### config.mk
export PLATFORM = sky130hd
export DESIGN_NAME = alu_issue_ctrl
export DESIGN_NICKNAME = d
export VERILOG_FILES = /design/src/rtl/alu_issue_ctrl_pkg.sv /design/src/rtl/alu_issue_ctrl_dec.sv /design/src/rtl/alu_issue_ctrl.sv
export SDC_FILE = /design/constraint.sdc
export NUM_CORES = 1
export LEC_CHECK = 0
export ABC_CLOCK_PERIOD_IN_PS = 1700
export BUFFER_PORTS_ARGS = -buffer_cell sky130_fd_sc_hd__buf_4
export CORE_ASPECT_RATIO = 1.2
export CORE_MARGIN = 2
export CORE_UTILIZATION = 42
export CTS_CLUSTER_DIAMETER = 60
export CTS_CLUSTER_SIZE = 25
export DETAILED_ROUTE_END_ITERATION = 6
export PLACE_DENSITY = 0.76
export SLEW_MARGIN = 25
export SYNTH_ARGS = -nofsm -noshare
export SYNTH_HDL_FRONTEND = slang
export SYNTH_SLANG_ARGS = --single-unit
### constraint.sdc
create_clock -name clk -period 1.7 [get_ports clk]
set_clock_uncertainty 0.1 [all_clocks]
set_input_delay 0.17 -clock clk [delete_from_list [all_inputs] [get_ports clk]]
set_output_delay 0.17 -clock clk [all_outputs]
set_load 0.005 [all_outputs]
### src/rtl/alu_issue_ctrl_pkg.sv
`default_nettype none
// ============================================================================
// Module : alu_issue_ctrl_pkg
// Brief  : Function codes and FSM state encoding for the ALU issue stage.
// Rev    : 1.0 - initial release
// ============================================================================
package alu_issue_ctrl_pkg;

    localparam int FUNC_W = 4;
    localparam int CNT_W  = 4;

    localparam logic [FUNC_W-1:0] FUNC_AND = 4'd0;
    localparam logic [FUNC_W-1:0] FUNC_OR  = 4'd1;
    localparam logic [FUNC_W-1:0] FUNC_XOR = 4'd2;
    localparam logic [FUNC_W-1:0] FUNC_ADD = 4'd3;

    typedef enum logic [1:0] {
        IDLE = 2'd0,
        EXEC = 2'd1,
        DONE = 2'd2
    } state_e;

endpackage
`default_nettype wire

### src/rtl/alu_issue_ctrl_dec.sv
`default_nettype none
// ============================================================================
// Module : alu_issue_ctrl_dec
// Brief  : Function code to one-hot unit enable decoder with range flag.
// Rev    : 1.0 - initial release
// ============================================================================
module alu_issue_ctrl_dec
    import alu_issue_ctrl_pkg::*;
#(
    parameter int NUM_UNITS = 16
) (
    input  logic [FUNC_W-1:0]    func_i,
    output logic [NUM_UNITS-1:0] onehot_o,
    output logic                 invalid_o
);

    for (genvar i = 0; i < NUM_UNITS; i++) begin : g_onehot
        assign onehot_o[i] = (func_i == FUNC_W'(i));
    end

    // With a full 16-unit complement every 4-bit code is legal.
    if (NUM_UNITS >= (1 << FUNC_W)) begin : g_full
        assign invalid_o = 1'b0;
    end else begin : g_part
        assign invalid_o = (32'(func_i) >= 32'(NUM_UNITS));
    end

endmodule
`default_nettype wire

### src/rtl/alu_issue_ctrl.sv
`default_nettype none
// ============================================================================
// Module : alu_issue_ctrl
// Brief  : Issue/capture stage driving one-hot enables to the 16-bit ALU units.
// Rev    : 1.0 - initial release
// ============================================================================
module alu_issue_ctrl
    import alu_issue_ctrl_pkg::*;
#(
    parameter int WIDTH       = 16,
    parameter int NUM_UNITS   = 16,
    parameter int EXEC_CYCLES = 1
) (
    input  logic                 clk,
    input  logic                 reset,
    input  logic                 in_valid,
    output logic                 in_ready,
    input  logic [FUNC_W-1:0]    in_func,
    input  logic [WIDTH-1:0]     in_a,
    input  logic [WIDTH-1:0]     in_b,
    output logic [NUM_UNITS-1:0] unit_en,
    output logic [WIDTH-1:0]     unit_a,
    output logic [WIDTH-1:0]     unit_b,
    input  logic [WIDTH-1:0]     unit_c,
    input  logic                 unit_ovf,
    output logic                 out_valid,
    input  logic                 out_ready,
    output logic [WIDTH-1:0]     out_c,
    output logic                 out_ovf,
    output logic                 out_err,
    output logic                 busy
);

    localparam logic [CNT_W-1:0] CNT_INIT = CNT_W'(EXEC_CYCLES - 1);

    state_e               state_q, state_d;
    logic [CNT_W-1:0]     cnt_q, cnt_d;
    logic [FUNC_W-1:0]    func_q;
    logic [WIDTH-1:0]     a_q, b_q, c_q;
    logic                 ovf_q, err_q;
    logic [NUM_UNITS-1:0] dec_onehot;
    logic                 dec_invalid;
    logic                 accept;
    logic                 capture;

    alu_issue_ctrl_dec #(
        .NUM_UNITS (NUM_UNITS)
    ) u_dec (
        .func_i    (func_q),
        .onehot_o  (dec_onehot),
        .invalid_o (dec_invalid)
    );

    assign in_ready = !reset && ((state_q == IDLE) || ((state_q == DONE) && out_ready));
    assign accept   = in_valid && in_ready;

    always_comb begin
        state_d = state_q;
        cnt_d   = cnt_q;
        capture = 1'b0;
        case (state_q)
            IDLE: begin
                if (accept) begin
                    state_d = EXEC;
                    cnt_d   = CNT_INIT;
                end
            end
            EXEC: begin
                if (cnt_q == '0) begin
                    capture = 1'b1;
                    state_d = DONE;
                end else begin
                    cnt_d = cnt_q - 1'b1;
                end
            end
            DONE: begin
                // A simultaneous accept restarts execution without an idle bubble.
                if (out_ready) begin
                    if (accept) begin
                        state_d = EXEC;
                        cnt_d   = CNT_INIT;
                    end else begin
                        state_d = IDLE;
                    end
                end
            end
            default: state_d = IDLE;
        endcase
    end

    always_ff @(posedge clk) begin
        if (reset) begin
            state_q <= IDLE;
            cnt_q   <= '0;
            func_q  <= '0;
            a_q     <= '0;
            b_q     <= '0;
            c_q     <= '0;
            ovf_q   <= 1'b0;
            err_q   <= 1'b0;
        end else begin
            state_q <= state_d;
            cnt_q   <= cnt_d;
            if (accept) begin
                func_q <= in_func;
                a_q    <= in_a;
                b_q    <= in_b;
            end
            if (capture) begin
                c_q   <= dec_invalid ? '0 : unit_c;
                ovf_q <= dec_invalid ? 1'b0 : unit_ovf;
                err_q <= dec_invalid;
            end
        end
    end

    // Enables are gated to EXEC so the OR-combined unit_c only carries the selected unit.
    assign unit_en   = (state_q == EXEC) ? dec_onehot : '0;
    assign unit_a    = a_q;
    assign unit_b    = b_q;
    assign out_valid = (state_q == DONE);
    assign out_c     = c_q;
    assign out_ovf   = ovf_q;
    assign out_err   = err_q;
    assign busy      = (state_q != IDLE);

endmodule
`default_nettype wire

# Word-level counts from Yosys, hierarchy flattened
# Cells that the tools add are included.
# totals
ff_bits,59
inputBits,57
output_inout_bits,69
word_cells,53
# classes
addsub,1
eq_ne,21
muxes,12
n_reduce_logical,12
# ops
cell,count
== test 4 bit (second input constant),8
== test 4 x 3 -> 1 bit (second input constant),4
two-way mux 16 bit,1
two-way mux 4 bit,3
one-hot mux 4 bit (3 select lines),1
== test 4 x 2 -> 1 bit (second input constant),2
zero test 4 bit,2
two-way mux 2 bit,3
!= test 2 bit (second input constant),3
one-hot mux 2 bit (3 select lines),1
AND reduction 3 bit,2
== test 4 x 1 -> 1 bit (second input constant),1
subtractor 4 x 1 -> 4 bit (second input constant),1
logical AND 1 bit,3
two-way mux 1 bit,3
nonzero test 3 bit,1
== test 2 x 1 -> 1 bit (second input constant),1
== test 2 bit (second input constant),1
zero test 2 bit,1
!= test 2 x 1 -> 1 bit (second input constant),1
nonzero test 2 bit,1
zero test 1 bit,1
logical OR 1 bit,1

# Logic depth before layout (Yosys ltp)
# depth
ltp_word,8
ltp_mapped,7
mapped_depth_nobuf,5

# Modules after synthesis
# From an unflattened synthesis, not the netlist that was laid out.
# hier_totals
hier_cells,338
hier_area_um2,2986.6
# modules_own_cells
module,n_inst,cells_per_inst,area_per_inst_um2,seq_area_each_um2
alu_issue_ctrl,1,316,2748.9,1201.2
alu_issue_ctrl_dec,1,22,237.7,0.0

# Worst setup path before layout
# No wires, ideal clock.
# synth_timing
path_type,flip-flop to flip-flop
from,register cnt_q[0]
to,register c_q[10] (netlist: out_c[10])
setup_ns,0.132
arrival_ns,1.396
t_required_ns,1.468
path_slack_ns,0.071
path_stages_with_launch,8
path_buffers,2
synth_period_minus_slack_ns,1.629
path_cell_list,dfxtp_1 inv_1 ha_1 or3b_1 clkbuf_1 buf_2 o21ai_1 a21oi_1
# synth_via
elab_chain_cells,3
# synth_lines
element,line_no,source
"start, declared",alu_issue_ctrl.sv:37,"logic [CNT_W-1:0] cnt_q, cnt_d;"
"start signal, assigned",alu_issue_ctrl.sv:103,cnt_q <= cnt_d;
zero test 4 bit,alu_issue_ctrl.sv:69,if (cnt_q == '0) begin
two-way mux 1 bit,alu_issue_ctrl.sv:69,
two-way mux 1 bit,alu_issue_ctrl.sv:61,case (state_q)
"end signal, assigned",alu_issue_ctrl.sv:110,c_q <= dec_invalid ? '0 : unit_c;
"end, declared",alu_issue_ctrl.sv:39,"logic [WIDTH-1:0] a_q, b_q, c_q;"
# No other way between the ends.
# A chain may end at the register's enable or synchronous reset.

# Worst setup path in the final report
# layout_timing
from,register state_q[1]
to,output port unit_en[0]
# layout_via
elab_chain_cells,2
# layout_lines
element,line_no,source
"start, declared",alu_issue_ctrl.sv:36,"state_e state_q, state_d;"
"start signal, assigned",alu_issue_ctrl.sv:102,state_q <= state_d;
== test 2 x 1 -> 1 bit,alu_issue_ctrl.sv:118,assign unit_en = (state_q == EXEC) ? dec_onehot : '0;
two-way mux 16 bit,alu_issue_ctrl.sv:118,
"end, declared",alu_issue_ctrl.sv:21,"output logic [NUM_UNITS-1:0] unit_en,"
# No other way between the ends.

==> summary.log <==
INFO  hold_path      worstHoldPathType=in2reg
INFO  yosys          synth-edff-count=0
INFO  yosys          postSynthNetCount=376
INFO  clocking       clk_root_buffer_cell=sky130_fd_sc_hd__clkbuf_8
INFO  grt            grt_first_pass_wirelength=13,860um
INFO  grt            first_global_vias=2,811
INFO  clocking       clock-sinks=59
INFO  power          power.sequential.fraction=44.0%
INFO  timing         setup-violations-final=1
INFO  grt            antenna_found_initial=0
INFO  die            coreArea=6090um2
INFO  worst_setup_path cp_data_arrival_time=1.44ns
INFO  yosys          synth_area_per_cell=8.368um2
INFO  clocking       h_tree_levels=3
INFO  placement      dp_worst_setup_slack=0.003810ns
INFO  yosys          synth.top_cell.area_share=44.53%
INFO  final_layout   final_layout_net_count=522
INFO  clocking       clk_transition_reported_paths=0.06ns
INFO  final_layout   layout.filler_cells=493
INFO  yosys          postSynthCellCount=317
INFO  worst_setup_path critPathMaxStageDelay=0.37ns
INFO  final_layout   area_growth_syn_to_layout=62.41%
INFO  timing         grt_setup_unrepaired=yes
INFO  worst_setup_path crit_path_cell_trace=nand2b_4 > or3_4 > nor3_2 > buf_4
INFO  detailed_routing route.detailed.wl_per_inst=15.91um
INFO  placement      place_inst=498
INFO  final_layout   insertedDiodeCount=0
INFO  final_layout   post-route-cell-area=4308um2
INFO  worst_setup_path end_kind=output port
INFO  timing         finalHoldViolations=0
INFO  power          power_switching=0.8222mW
INFO  job            maxCapViolCount=0
INFO  worst_setup_path worstSetupStartpointType=flop
INFO  placement      place_area=3659um2
INFO  placement      place_congestion=0.8105
INFO  die            fp.dieArea=6970um2
INFO  timing         pins_over_slew_limit=0
INFO  power          p_comb_share=15.6%
INFO  worst_setup_path cpLargestDelayFamily=simple AND/OR/NAND/NOR gates
INFO  worst_setup_path setup.worst_path.class=reg2out
INFO  die            die-width=76.55um
INFO  yosys          yosysMostFrequentCell=sky130_fd_sc_hd__dfxtp_1
INFO  timing         slew_headroom=54.50%
INFO  timing         timing.final.crit_share=100.4%
INFO  worst_setup_path timing.critical_path.slowest_stage_cell=sky130_fd_sc_hd__dfxtp_4
INFO  detailed_routing routed-via-count=3,057
INFO  placement      detailedPlacementHpwl=5360um
INFO  worst_setup_path path_buf_inv=1
INFO  grt            grt_use_total=24.45%
INFO  die            floorplan.initialDensity=43.56%
INFO  detailed_routing vias_per_cell=5.558
INFO  clocking       cts_tree=done
INFO  timing         tightest_slew=0.6816ns
INFO  timing         max_freq=0.5860GHz
INFO  yosys          yosys-top-cells-count=sky130_fd_sc_hd__dfxtp_1, sky130_fd_sc_hd__a21oi_1, sky130_fd_sc_hd__o31ai_1
INFO  clocking       clock_latency=0.33ns
INFO  detailed_routing drt-initial-drc-count=242
INFO  yosys          yosysWarningCount=0
INFO  placement      portBuffers=124
INFO  die            rows=31
INFO  power          p_int=2.542mW
INFO  power          p_per_area=781.0nW/um2
INFO  power          cellLeakagePower=1.807nW
INFO  power          peakVddDrop=0.5288mV
INFO  timing         fin_hold_ws=0.008733ns
INFO  yosys          synth.cell_area=2653um2
INFO  detailed_routing drt.antenna.violating_nets=0
INFO  worst_setup_path path_max_fanout=5
INFO  clocking       max-clock-path-buffers=2
INFO  power          sw_frac_of_total=24.44%
INFO  detailed_routing drt_first_pass_iters=4
INFO  timing         layout_min_cycle_time=1.707ns
INFO  detailed_routing drt_wl_total=8753um
INFO  clocking       numCtsBuffers=9
INFO  detailed_routing detail_route.drc_violations=0
INFO  final_layout   final_cell_count_without_fillers=550
INFO  grt            grt.overflow.total=0
INFO  yosys          post_synth_num_cell_types=32
INFO  yosys          yosys_register_bits=59
INFO  outcome        failing_checks=negative setup slack
INFO  outcome        outcome=finished with violations
INFO  yosys          post_synth_main_area_contributors=sky130_fd_sc_hd__dfxtp_1, sky130_fd_sc_hd__o31ai_1, sky130_fd_sc_hd__a21oi_1
INFO  worst_setup_path critical_path_required=1.43ns
INFO  die            die_h=91.06um
INFO  yosys          synth_top_area_cell=sky130_fd_sc_hd__dfxtp_1
INFO  power          power_frac_clock=40.5%
INFO  timing         fin_tns_setup=-0.006506ns
INFO  final_layout   drive_above_1_share=37.61%
INFO  yosys          synth_sequential_area_ratio=44.53%
INFO  timing         final.setup.worst_slack=-0.006506ns
INFO  yosys          most_used_flip_flop_cell_after_synthesis=sky130_fd_sc_hd__dfxtp_1
INFO  die            i_o_pins=126
INFO  grt            grt_start_max_net_pins=63
INFO  yosys          async_flop_share=0%
registers in the layout, summed over array words and instances, names as in the netlist:
register,cells
cnt_q,4
func_q,4
out_c,16
out_ovf,1
state_q,2
unit_a,16
unit_b,16
worst paths after layout:
kind	cells after the start	slack, ns	from	to
setup / recovery	4	-0.007	state_q[1]$_SDFFE_PP0P_	unit_en[0]
hold reg to reg	2	0.37	unit_a[1]$_SDFFE_PP0P_	unit_a[1]$_SDFFE_PP0P_
setup reg to reg	5	0.10	state_q[1]$_SDFFE_PP0P_	cnt_q[0]$_SDFFE_PP0P_
hold / removal	3	0.009	unit_ovf	out_ovf$_SDFFE_PP0P_
logic make-up after synthesis:
| kind of cell | synth area share (%) |
|---|---|
| AOI/OAI and AO/OA | 26.42 |
| and+or+nand+nor | 20.57 |
| DFF | 44.53 |
| buffers and inverters | 7.405 |
| adders and majority gates | 0.9432 |
| other | 0.1414 |
per-layer routing:
| layer | global-route usage (%) | vias up | part of all wire [%] |
|---|---|---|---|
| met2 | 40.19 | 115 | 52 |
| met3 | 6.064 | 14 | 6.3 |
| met5 | 0 | - | 0 |
| li1 | - | 1478 | - |
| met1 | 30.61 | 1450 | 40 |
| met4 | 10.00 | 0 | 1.8 |
tightest hold or removal path: cells and delay by family:
family,cells,cell delay (ns)
simple gates,1,0.06
compound gates,1,0.05
buf+inv,1,0.11
power groups by stage:
stage	combinational, mW	clock, mW	sequential [mW]
2_1_floorplan	0.201	0	1.51
3_3_place_gp	0.439	0	1.51
3_5_place_dp	0.445	0	1.51
4_1_cts	0.508	1.37	1.48
5_1_grt	0.561	1.44	1.49
6_report	0.523	1.36	1.48
layout by cell type, fill, tap and decap left out, types with 2 or more instances in the layout:
cell type	count
sky130_fd_sc_hd__nor2b_1	3
sky130_fd_sc_hd__inv_1	3
sky130_fd_sc_hd__buf_4	135
sky130_fd_sc_hd__dfxtp_4	2
sky130_fd_sc_hd__clkinv_2	4
sky130_fd_sc_hd__o31ai_1	38
sky130_fd_sc_hd__nor3_1	3
sky130_fd_sc_hd__buf_6	2
sky130_fd_sc_hd__clkbuf_8	9
sky130_fd_sc_hd__bufinv_16	2
sky130_fd_sc_hd__or4_1	4
sky130_fd_sc_hd__o21ai_0	2
sky130_fd_sc_hd__nor2b_4	2
sky130_fd_sc_hd__nand4_1	36
sky130_fd_sc_hd__nor2_1	13
sky130_fd_sc_hd__nand2b_1	3
sky130_fd_sc_hd__o21ai_1	17
sky130_fd_sc_hd__nor3_2	2
sky130_fd_sc_hd__buf_12	3
sky130_fd_sc_hd__a21oi_1	53
sky130_fd_sc_hd__inv_2	2
sky130_fd_sc_hd__buf_8	2
sky130_fd_sc_hd__dlygate4sd3_1	33
sky130_fd_sc_hd__nor2_2	2
sky130_fd_sc_hd__dfxtp_1	57
sky130_fd_sc_hd__nand3b_1	2
sky130_fd_sc_hd__nand3_1	18
timing repair:
| item | CTS | global route |
|---|---|---|
| hold endpoints to repair | 30 | 3 |
| resized for setup | 10 | 12 |
| pin swaps | 0 | 2 |
| hold buffers | 30 | 3 |
| gates cloned | 0 | 0 |
| endpoints found under the setup margin | 18 | 34 |
| buffers inserted | 1 | 2 |
final cells by class:
class | instances | area (um2) | area share [%]
clock buffer | 10 | 127.6 | 2.963
multi-input combinational | 213 | 1334 | 30.96
tap | 82 | 102.6 | 2.382
clock inverter | 6 | 80.08 | 1.859
timing repair buffer | 175 | 1456 | 33.81
sequential | 59 | 1189 | 27.59
inverter | 5 | 18.77 | 0.4357
through the flow:
stage | utilization (%) | power, mW
final | 70.74 | 3.364
after floorplan | - | 1.707
after global routing | 70.74 | 3.489
after global placement | 60.08 | 1.944
after CTS | 69.20 | 3.361
after detailed placement | 60.08 | 1.952
Power figures use the tool's default switching activity.
